**config.mk**
```make
export PLATFORM = sky130hd
export DESIGN_NAME = shift_add_datapath
export DESIGN_NICKNAME = d
export VERILOG_FILES = /design/src/rtl/shift_add_datapath.sv
export SDC_FILE = /design/constraint.sdc
export NUM_CORES = 1
export LEC_CHECK = 0
export ABC_AREA = 1
export CORE_ASPECT_RATIO = 1.1
export CORE_MARGIN = 2
export CORE_UTILIZATION = 45
export CTS_BUF_LIST = sky130_fd_sc_hd__clkbuf_16
export CTS_CLUSTER_SIZE = 30
export DETAILED_ROUTE_END_ITERATION = 7
export PLACE_DENSITY = 0.69
export SLEW_MARGIN = 25
export SYNTH_ARGS = -nofsm -noshare
export SYNTH_HDL_FRONTEND = slang
export SYNTH_SLANG_ARGS = --single-unit
```
**constraint.sdc**
```tcl
create_clock -name clk -period 2.4 [get_ports clk]
set_clock_uncertainty 0.1 [all_clocks]
set_input_delay 0.48 -clock clk [delete_from_list [all_inputs] [get_ports clk]]
set_output_delay 0.48 -clock clk [all_outputs]
set_load 0.02 [all_outputs]
```
**src/rtl/shift_add_datapath.sv**
```systemverilog
// shift_add_datapath
// Unsigned shift-and-add multiplier datapath driven by external strobes
// (clr, ld, ldp, shp, shb), with a protocol monitor FSM reporting busy,
// done and a sticky seq_err for illegal strobe orderings.
//
// Optional build macro: SHIFT_ADD_PRODUCT_HOLD_EN
//   defined   -> product is a register captured when the FSM enters DONE,
//                held until the next DONE, cleared by clr/reset.
//   undefined -> product is the live accumulator P.
//
// state | meaning
// ------+-------------------------------------------------------------
// IDLE  | cleared/reset; only clr or ld legal, any op strobe -> seq_err
// LOAD  | operands loaded, waiting for the first op strobe
// RUN   | iterating; the shb that brings step to WIDTH ends the run
// DONE  | result frozen; shp/shb ignored, ldp -> seq_err

module shift_add_datapath #(
    parameter int WIDTH = 4
) (
    input  logic               clk,
    input  logic               reset,
    input  logic               clr,
    input  logic               ld,
    input  logic               ldp,
    input  logic               shp,
    input  logic               shb,
    input  logic [WIDTH-1:0]   a_in,
    input  logic [WIDTH-1:0]   b_in,
    output logic [2*WIDTH-1:0] product,
    output logic               done,
    output logic               busy,
    output logic               seq_err
);

    localparam int SW = $clog2(WIDTH + 1);

    typedef enum logic [1:0] {IDLE, LOAD, RUN, DONE} state_t;

    state_t             state;
    logic [WIDTH-1:0]   a_q;
    logic [WIDTH-1:0]   b_q;
    logic [2*WIDTH-1:0] p_q;
    logic               c_q;
    logic [SW-1:0]      step_q;

    logic               op;
    logic               add_en;
    logic               last_shb;
    logic [WIDTH:0]     sum;
    logic [2*WIDTH:0]   cp_add;
    logic [2*WIDTH:0]   cp_nxt;

    // Next {C,P}: optional add into the upper half, then optional shift of that result
    always_comb begin
        op       = ldp | shp | shb;
        add_en   = ldp & b_q[0];
        last_shb = shb && (step_q == SW'(WIDTH - 1));
        sum      = {1'b0, p_q[2*WIDTH-1:WIDTH]} + {1'b0, a_q};
        cp_add   = add_en ? {sum, p_q[WIDTH-1:0]} : {c_q, p_q};
        cp_nxt   = shp ? {1'b0, cp_add[2*WIDTH:1]} : cp_add;
    end

    // Datapath registers and protocol monitor share one priority chain
    always_ff @(posedge clk) begin
        if (!reset) begin
            state   <= IDLE;
            a_q     <= '0;
            b_q     <= '0;
            p_q     <= '0;
            c_q     <= 1'b0;
            step_q  <= '0;
            done    <= 1'b0;
            busy    <= 1'b0;
            seq_err <= 1'b0;
        end else if (clr) begin
            state   <= IDLE;
            a_q     <= '0;
            b_q     <= '0;
            p_q     <= '0;
            c_q     <= 1'b0;
            step_q  <= '0;
            done    <= 1'b0;
            busy    <= 1'b0;
            seq_err <= 1'b0;
        end else if (ld) begin
            state  <= LOAD;
            a_q    <= a_in;
            b_q    <= b_in;
            p_q    <= '0;
            c_q    <= 1'b0;
            step_q <= '0;
            done   <= 1'b0;
            busy   <= 1'b1;
        end else begin
            case (state)
                IDLE: begin
                    if (op) seq_err <= 1'b1;
                end
                LOAD, RUN: begin
                    if (op) begin
                        {c_q, p_q} <= cp_nxt;
                        if (shb) begin
                            b_q    <= b_q >> 1;
                            step_q <= step_q + SW'(1);
                        end
                        if (last_shb) begin
                            state <= DONE;
                            busy  <= 1'b0;
                            done  <= 1'b1;
                        end else begin
                            state <= RUN;
                        end
                    end
                end
                DONE: begin
                    if (ldp) seq_err <= 1'b1;
                end
                default: state <= IDLE;
            endcase
        end
    end

`ifdef SHIFT_ADD_PRODUCT_HOLD_EN
    logic [2*WIDTH-1:0] hold_q;
    logic               enter_done;

    assign enter_done = !clr && !ld && (state == LOAD || state == RUN) && last_shb;

    // Capture the final P (including any same-cycle add/shift) on entry to DONE
    always_ff @(posedge clk) begin
        if (!reset || clr) begin
            hold_q <= '0;
        end else if (enter_done) begin
            hold_q <= cp_nxt[2*WIDTH-1:0];
        end
    end

    assign product = hold_q;
`else
    assign product = p_q;
`endif

endmodule

```
; ---- Word level (Yosys, flattened, before mapping)
; Index checks and enable logic that the tools add are counted.
[totals]
register_bits = 25
inputBits = 15
out_inout_bits = 11
wordCells = 59
[classes]
n_mux = 17
bitwise = 5
n_reduce_logical = 18
n_addsub = 2
eq_ne = 6
[op_table]
columns = op, n
row1 = $mux W9, 2
row2 = $mux W4, 4
row3 = $reduce_and A3 Y1, 5
row4 = $mux W1, 10
row5 = $reduce_bool A2 Y1, 5
row6 = $add A4 B4 Y5, 1
row7 = $eq A2 B2 Y1 const B, 2
row8 = $ne A2 B2 Y1 const B, 2
row9 = $reduce_and A2 Y1, 2
row10 = $reduce_and A4 Y1, 1
row11 = $reduce_or A2 Y1, 2
row12 = $add A3 B1 Y3 const B, 1
row13 = $eq A3 B2 Y1 const B, 1
row14 = $reduce_or A3 Y1, 1
row15 = $eq A2 B1 Y1 const B, 1
row16 = $logic_not A2 Y1, 1
row17 = $not A1 Y1, 2
row18 = $or A1 B1 Y1, 2
row19 = $pmux W1 S2, 1
row20 = $and A1 B1 Y1, 1
row21 = $logic_and A1 B1 Y1, 1

; ---- Depth between registers and ports, before layout
; Gate-level depths: netlist (run 1).
[depth]
word_depth = 6
depth_mapped = 10
depth_no_buf = 10

; ---- Least setup slack after synthesis (run 1)
; OpenSTA, ideal clock, no wires.
[synth_timing]
kind = register to register
from = register p_q[4], in the netlist product[4]
to = register p_q[5], in the netlist product[5]
t_required_ns = 2.244
arrival_time_ns = 1.496
setup_time_ns = 0.056
path_slack_ns = 0.748
path_stages_with_launch = 10
synth_period_minus_slack_ns = 1.652
n_path_buf = 0
path_cell_list = dfxtp_1 -> ha_1 -> fa_1 -> inv_1 -> nand2_1 -> nand3_1 -> nand2_1 -> o211ai_1 -> nand2_1 -> inv_1
[synth_between]
elab_chain_len = 3
[synth_lines]
columns = item, line_no
row1 = "start, declared", 43  ; logic [2*WIDTH-1:0] p_q;
row2 = "start signal, assigned", 102  ; {c_q, p_q} <= cp_nxt;
row3 = $add A4 B4 Y5, 59  ; sum = {1'b0, p_q[2*WIDTH-1:WIDTH]} + {1'b0, a_q};
row4 = $mux W9, 60  ; cp_add = add_en ? {sum, p_q[WIDTH-1:0]} : {c_q, p_q};
row5 = $mux W9, 61  ; cp_nxt = shp ? {1'b0, cp_add[2*WIDTH:1]} : cp_add;
; No other way between the ends. The select of a mux whose other input is x is not followed.
; A chain may end at the register's enable or synchronous reset.

; ---- Worst setup path after layout (run 1)
[layout_timing]
from = register p_q[5], in the netlist product[5]
to = output product[5]
[layout_lines]
columns = item, line_no
row1 = "end, declared", 30  ; output logic [2*WIDTH-1:0] product,
; No word-level cell between the ends.

==> results.md, run 1 <==
- Synth area leader: dfxtp_1
- Startpoint Class: register
- Max incr delay on CP: between 0.6 and 0.7 ns
- Remaining antenna violation count after routing: 0
- Xor-xnor portion of the synthesized cell area: less than 1%
- Max cap viols: 0
- Total GRT Usage: between 10% and 20%
- Slack of the critical path: 0.472 ns
- WP data required: roughly 1.8 ns
- Post-synthesis compound-gate area fraction: between 10 and 15%
- Post-Synth Adder-Cell Area: approximately a tenth
- Initial Util: approximately half
- Power Total: 0.880 mW
- Worst-path cell chain: clkdlybuf4s50_1
- Leakage: 0.697 nW
- Avg WL per Cell: between 10 and 15 µm
- Vias in the first global route: between 1000 and 1500
- Simple-gate share of the synthesized area: 30.2%
- # placed instances: around 230
- Main synth FF type: dfxtp_1
- Post-CTS Setup Bufs: 0
- Endpoints failing setup: 0
- Final hold viol count: 0
- Async SR Flop Fraction: 0%
- H-tree depth: 1
- Sequential share of the synthesized area: approximately two fifths
- Final-layout fill cell count: 220
- Vias per cell: between 4 and 5
- Syn nets: about 200
- Achievable Freq: around 0.52 GHz
- Largest net degree at the start of global routing: 15
- DR DRC count: 0
- Skew-Pair Late Insertion Delay: roughly 0.26 ns
- Synthesized instance count: between 150 and 200
- Final net count: around 230
- First-pass GRT wire length: about 4.6 mm
- Bufs and invs on worst path: 1
- Slew Viols, Final: 0
- CTS root buf: clkbuf_16
- Min Tclk post-route: between 1.5 and 2 ns
- Synth unique cells: 23
- Hold Path Class: reg -> reg
- Cell with the most instances after synthesis: nand2_1
- Number of buffers created by CTS: 3
- TritonRoute pass-1 iters: 4
- I/O Buffers: 25
- Row cnt: 19
- Die area: 0.00318 mm²
- CP Class: reg -> out
- Core Area: roughly 0.0025 mm²
- Post-synthesis cell area: 0.00123 mm²
- Pwr Density: approximately 550 mW/mm²
- Final cell utilization of the core: 63.3%
- Area share of the largest cell type after synthesis: approximately two fifths
- Slowest stage cell, crit path: clkdlybuf4s50_1
- Period utilization: roughly four fifths
- Top cells by count, synth: nand2_1, dfxtp_1, inv_1, nor2_1, a21oi_1
- GPL Wtd Cong: 0.837
- CTS Hold Bufs: 0
- Reg clk slew, reported paths: around 0.060 ns
- Critical path's top delay family: buffers and inverters
- Setup TNS: 0 ns
- Crit path DAT: approximately 1.4 ns
- Global route total overflow: 0
- Combinational family with the most area after synthesis: simple AND/OR/NAND/NOR gates
- YS warnings: 0
- P&R area growth vs syn: 30.4%
- Flops & latches, synth: 25
- Number of synthesized flops with an enable pin: 0
- CTS tree: yes
- VDD IR max: between 400 and 500 µV
- Vias: around 1200
- Top cells by area, synth: dfxtp_1, nand2_1, ha_1, inv_1, a21oi_1
- Layout cells sized above 1: under 10%
- Number of DRC markers in iteration 0: 22
- # IOs: 26
- DIE HEIGHT: between 50 and 60 µm
- Relative slew margins: 78.2%
- Initial antenna violation count: 0
- CP Capture Type: output port
- Clock Path Buffers: 2
- Clock sink total: 25
- Antenna diode count: 0
- CTS resizes: 0
- RSZ-0062 raised after global routing: no
- Status: finished, final reports clean
- Post-DP HPWL: between 2 and 2.5 mm
- Mux contribution to synthesized area: 0%
- Final WL: about 2.6 mm
- Slew @ Worst Pin: about 0.33 ns
- Worst slack at placement: about 0.52 ns
- Non-filler instance count after layout: about 240
- Chip width: between 50 and 60 µm
- Critical-path maximum fanout: 5
- Syn Area/Cell: 7.06 µm²
[metal layers]
| layer | vias to the layer above | wire length (µm) | track usage, % |
|---|---|---|---|
| met1 | 511 | 1240 | 24.9 |
| met3 | 4 | 83 | 3.81 |
| met4 | 0 | 38 | 7.69 |
| met5 | - | 0 | 0 |
| met2 | 22 | 1290 | 32.9 |
| li1 | 617 | - | - |
[sequential cells by signal, summed over array words and instances (netlist names)]
name and count:
product 8, done 1, a_q 4, b_q 4
seq_err 1, c_q 1, state 2, step_q 3
busy 1
[cell families after synthesis]
family	Yosys count
compound gates	24
xor+xnor	1
fa+ha+maj	9
buf+inv	25
flops	25
simple gates	91
[per-stage QoR]
stage,hold WS (ns),area (µm²)
after floorplan,0.339,1230
after global placement,0.341,1530
after detailed placement,0.345,1530
after CTS,0.354,1610
after global routing,0.386,1610
final,0.352,1610
[worst register-to-register path: cells and delay by family, from the launching register on]
| kind | cells | cell delay, ns |
|---|---|---|
| adder cells (fa/ha/maj) | 2 | 0.67 |
| AND/OR/NAND/NOR | 4 | 0.26 |
| buffers and inverters | 2 | 0.12 |
| flip-flops | 1 | 0.36 |
| AO/OA/AOI/OAI | 1 | 0.18 |
[final cells by class]
cell class                 count  area (µm²)  area share (%)
inverter                      22        82.6            5.13
clock inverter                 1        5.00           0.311
sequential                    25         500            31.1
tap                           31        38.8            2.41
clock buffer                   3        75.1            4.66
timing repair buffer          28         273            16.9
multi-input combinational    125         636            39.5
[placed cells by master, fill, tap and decap left out]
cell type / count
nand2_1: 54
o211ai_1: 1
or2_2: 1
inv_2: 2
inv_1: 19
fa_1: 1
dfxtp_1: 25
clkdlybuf4s50_1: 25
a31oi_1: 6
nor3_1: 3
buf_4: 3
clkinv_2: 1
clkbuf_16: 3
o21ai_0: 2
clkinv_1: 1
xor2_1: 1
ha_1: 8
nor2_1: 17
a21oi_1: 14
nand3_1: 13
nand3b_1: 1
a21oi_2: 1
nor2_2: 1
nand2_2: 1
[path summary, 6_finish.rpt]
| path | depth (start not counted) | to | slack, ns | from |
|---|---|---|---|---|
| worst max register to register | 9 | product[5] | 0.66 | product[4] |
| worst max-delay path | 1 | product[5] | 0.47 | product[5] |
| worst min-delay path | 2 | done | 0.35 | done |
| worst min register to register | 2 | done | 0.35 | done |
[where the power goes]
group,internal (mW),leakage (nW),switching (mW)
clock,0.224,0.0409,0.143
combinational,0.0412,0.454,0.0434
sequential,0.423,0.203,0.00456
total,0.688,0.697,0.191
(Power assumes the default switching activity.)
==> inputs of run 2 (changes only) <==
Clock period 2.4 ns to 1.8 ns, I/O delays scaled along.
==> run 2 against run 1 <==
  * Core utilization up 0.74 points
  * First-iteration DRC count increased by 59%
  * Via count increased by 4.2%
  * Largest cell class unchanged
  * Clock power grew 34%
  * Die area stayed put
  * Sequential share of layout area shrank 0.36 points
  * Setup slack got worse by 0.41 ns
  * Global-route usage increased by 0.53 points
  * Combinational power grew 35%
  * Cell count is 0.85% higher
  * Worst hold slack gained 0.0013 ns
  * Largest power group unchanged
==> results.md, run 2 (same netlist as run 1, synthesis figures left out) <==
- Status: finished, final reports clean
- Vias in the first global route: 1212 (+13%)
- Antenna diode count: 0 (unchanged)
- Endpoints failing setup: 0 (unchanged)
- Crit path DAT: 1.28 ns (-0.07 ns)
- Leakage: 0.728 nW (+4.4%)
- R2R cell count: 8 (-1)
- M3 GR Usage: 4.06% (+0.25 points)
- Initial Util: 48.5% (unchanged)
- VDD IR max: 615 µV (+31%)
- Row cnt: 19 (unchanged)
- Bufs and invs on worst path: 1 (unchanged)
- P&R area growth vs syn: 31.9%
- FF+latch area: 500 µm² (unchanged)
- Worst slack at placement: 0.0491 ns (-0.467 ns)
- H-tree depth: 1 (unchanged)
- DIE HEIGHT: 58.9 µm (unchanged)
- Chip width: 54.0 µm (unchanged)
- Largest net degree at the start of global routing: 15 (unchanged)
- I/O Buffers: 25 (unchanged)
- Hold Path Class: reg -> reg
- Max FFs per register: 8 (unchanged)
- Final hold viol count: 0 (unchanged)
- CTS root buf: clkbuf_16
- Startpoint Class: register
- Hold Path Origin: done
- RSZ-0062 raised after global routing: no
- Pwr Density: 723 mW/mm² (+32%)
- Reg clk slew, reported paths: 0.06 ns (about the same)
- CTS Hold Bufs: 0 (unchanged)
- Achievable Freq: 0.574 GHz
- Slew @ Worst Pin: 0.332 ns (+0.00491 ns)
- Final-layout fill cell count: 212 (-3.6%)
- Area occupied by multi-input gates: 638 µm² (+0.39%)
- Slowest stage cell, crit path: clkdlybuf4s50_1
- WHS Path Cells: 2 (unchanged)
- Number of buffers created by CTS: 3 (unchanged)
- Final WL: 2.70 mm (+2.1%)
- M1 GR Usage: 21.5% (-3.3 points)
- Initial antenna violation count: 0 (unchanged)
- CP Class: reg -> out
- WP data required: 1.34 ns (-0.48 ns)
- Layout cells sized above 1: 7.77% (+1.4 points)
- Setup TNS: 0 ns (unchanged)
- Critical-path maximum fanout: 3 (-2)
- Critical path's top delay family: buffers and inverters
- Remaining antenna violation count after routing: 0 (unchanged)
- CTS tree: yes
- # IOs: 26 (unchanged)
- Global route total overflow: 0 (unchanged)
- Vias per cell: 5.08 (+3.4%)
- R2r endpoint: product[5]
- DR DRC count: 0 (unchanged)
- Max cap viols: 0 (unchanged)
- Period utilization: a little over nine tenths
- Met2 Use GR: 37.8% (+4.9 points)
- Max incr delay on CP: 0.63 ns (-0.02 ns)
- Commonest non-fill, non-tap cells in the layout: nand2_1, dfxtp_1, clkdlybuf4s50_1, inv_1, nor2_1
- TritonRoute pass-1 iters: 4 (unchanged)
- Die area: 0.00318 mm² (unchanged)
- Slack of the critical path: 0.0571 ns (-0.415 ns)
- Number of DRC markers in iteration 0: 35 (+59%)
- Clock sink total: 25 (unchanged)
- Clock Path Buffers: 2 (unchanged)
- GR peak layer: met2
- Slew Viols, Final: 0 (unchanged)
- Crit Reg-Reg Startpoint: product[4]
- Min Tclk post-route: approximately 1.7 ns
- Final net count: 231 (+0.87%)
- Post-CTS Setup Bufs: 0 (unchanged)
- Skew-Pair Late Insertion Delay: 0.26 ns (about the same)
- First-pass GRT wire length: 4.73 mm (+3.3%)
- R2R Setup Slk: 0.16 ns (-0.50 ns)
- Relative slew margins: 77.8% (-0.33 points)
- Post-DP HPWL: 2.15 mm (+4.0%)
- Placed inst area: 0.00155 mm² (+0.98%)
- Most common cell after layout, fill and taps aside: nand2_1
- Worst-path cell chain: clkdlybuf4s50_1
- Final instance area: 0.00163 mm² (+1.2%)
- Hold endpoint: done
- GPL Wtd Cong: 0.835 (-0.18%)
- CP Capture Type: output port
- Vias: 1203 (+4.2%)
- Core Area: 0.00254 mm² (unchanged)
- Total GRT Usage: 20.3% (+0.53 points)
- Avg WL per Cell: 11.4 µm (+1.2%)
[run 2: layout make-up]
cell class / instances / share of cell area (%)
Clock buffer: 3 / 4.61
Sequential cell: 25 / 30.7
Timing Repair Buffer: 30 / 17.7
Multi-Input combinational cell: 125 / 39.2
Inverter: 22 / 5.07
Tap cell: 31 / 2.38
Clock inverter: 1 / 0.307
[run 2: metrics by stage]
stage / util [%] / cells / hold slack [ns] / power (mW)
floorplan: - / 175 / 0.339 / 0.641
global placement: 60.7 / 233 / 0.343 / 0.695
detailed placement: 60.7 / 233 / 0.350 / 0.697
CTS: 63.8 / 237 / 0.360 / 1.19
global route: 64.0 / 237 / 0.383 / 1.23
finish: 64.0 / 237 / 0.353 / 1.18
[run 2: worst max-delay path by stage]
stage                    start          to  slack [ns]  depth (start not counted)
detailed placement         shp  product[5]        0.05                          9
finish              product[6]  product[6]        0.06                          1
floorplan           product[4]  product[5]        0.15                          9
global placement           shp  product[5]        0.06                          9
CTS                 product[4]  product[4]       0.005                          2
global route        product[7]  product[7]        0.01                          1
[run 2: timing repair]
item,in CTS,in global routing
gates cloned,0,0
setup endpoints to repair,1,3
resized for setup,1,2
pin swaps,0,0
[run 2: report_power, final]
group	internal [mW]	switching, mW	total [mW]
Sequential	0.564	0.00674	0.571
Clock	0.299	0.194	0.493
Combinational	0.0555	0.0584	0.114
Total	0.919	0.259	1.18
[run 2: per-layer routing]
metal / vias up / wire, µm
met3: 5 / 118
li1: 622 / -
met2: 34 / 1410
met1: 542 / 1130
met5: - / 0
met4: 0 / 40
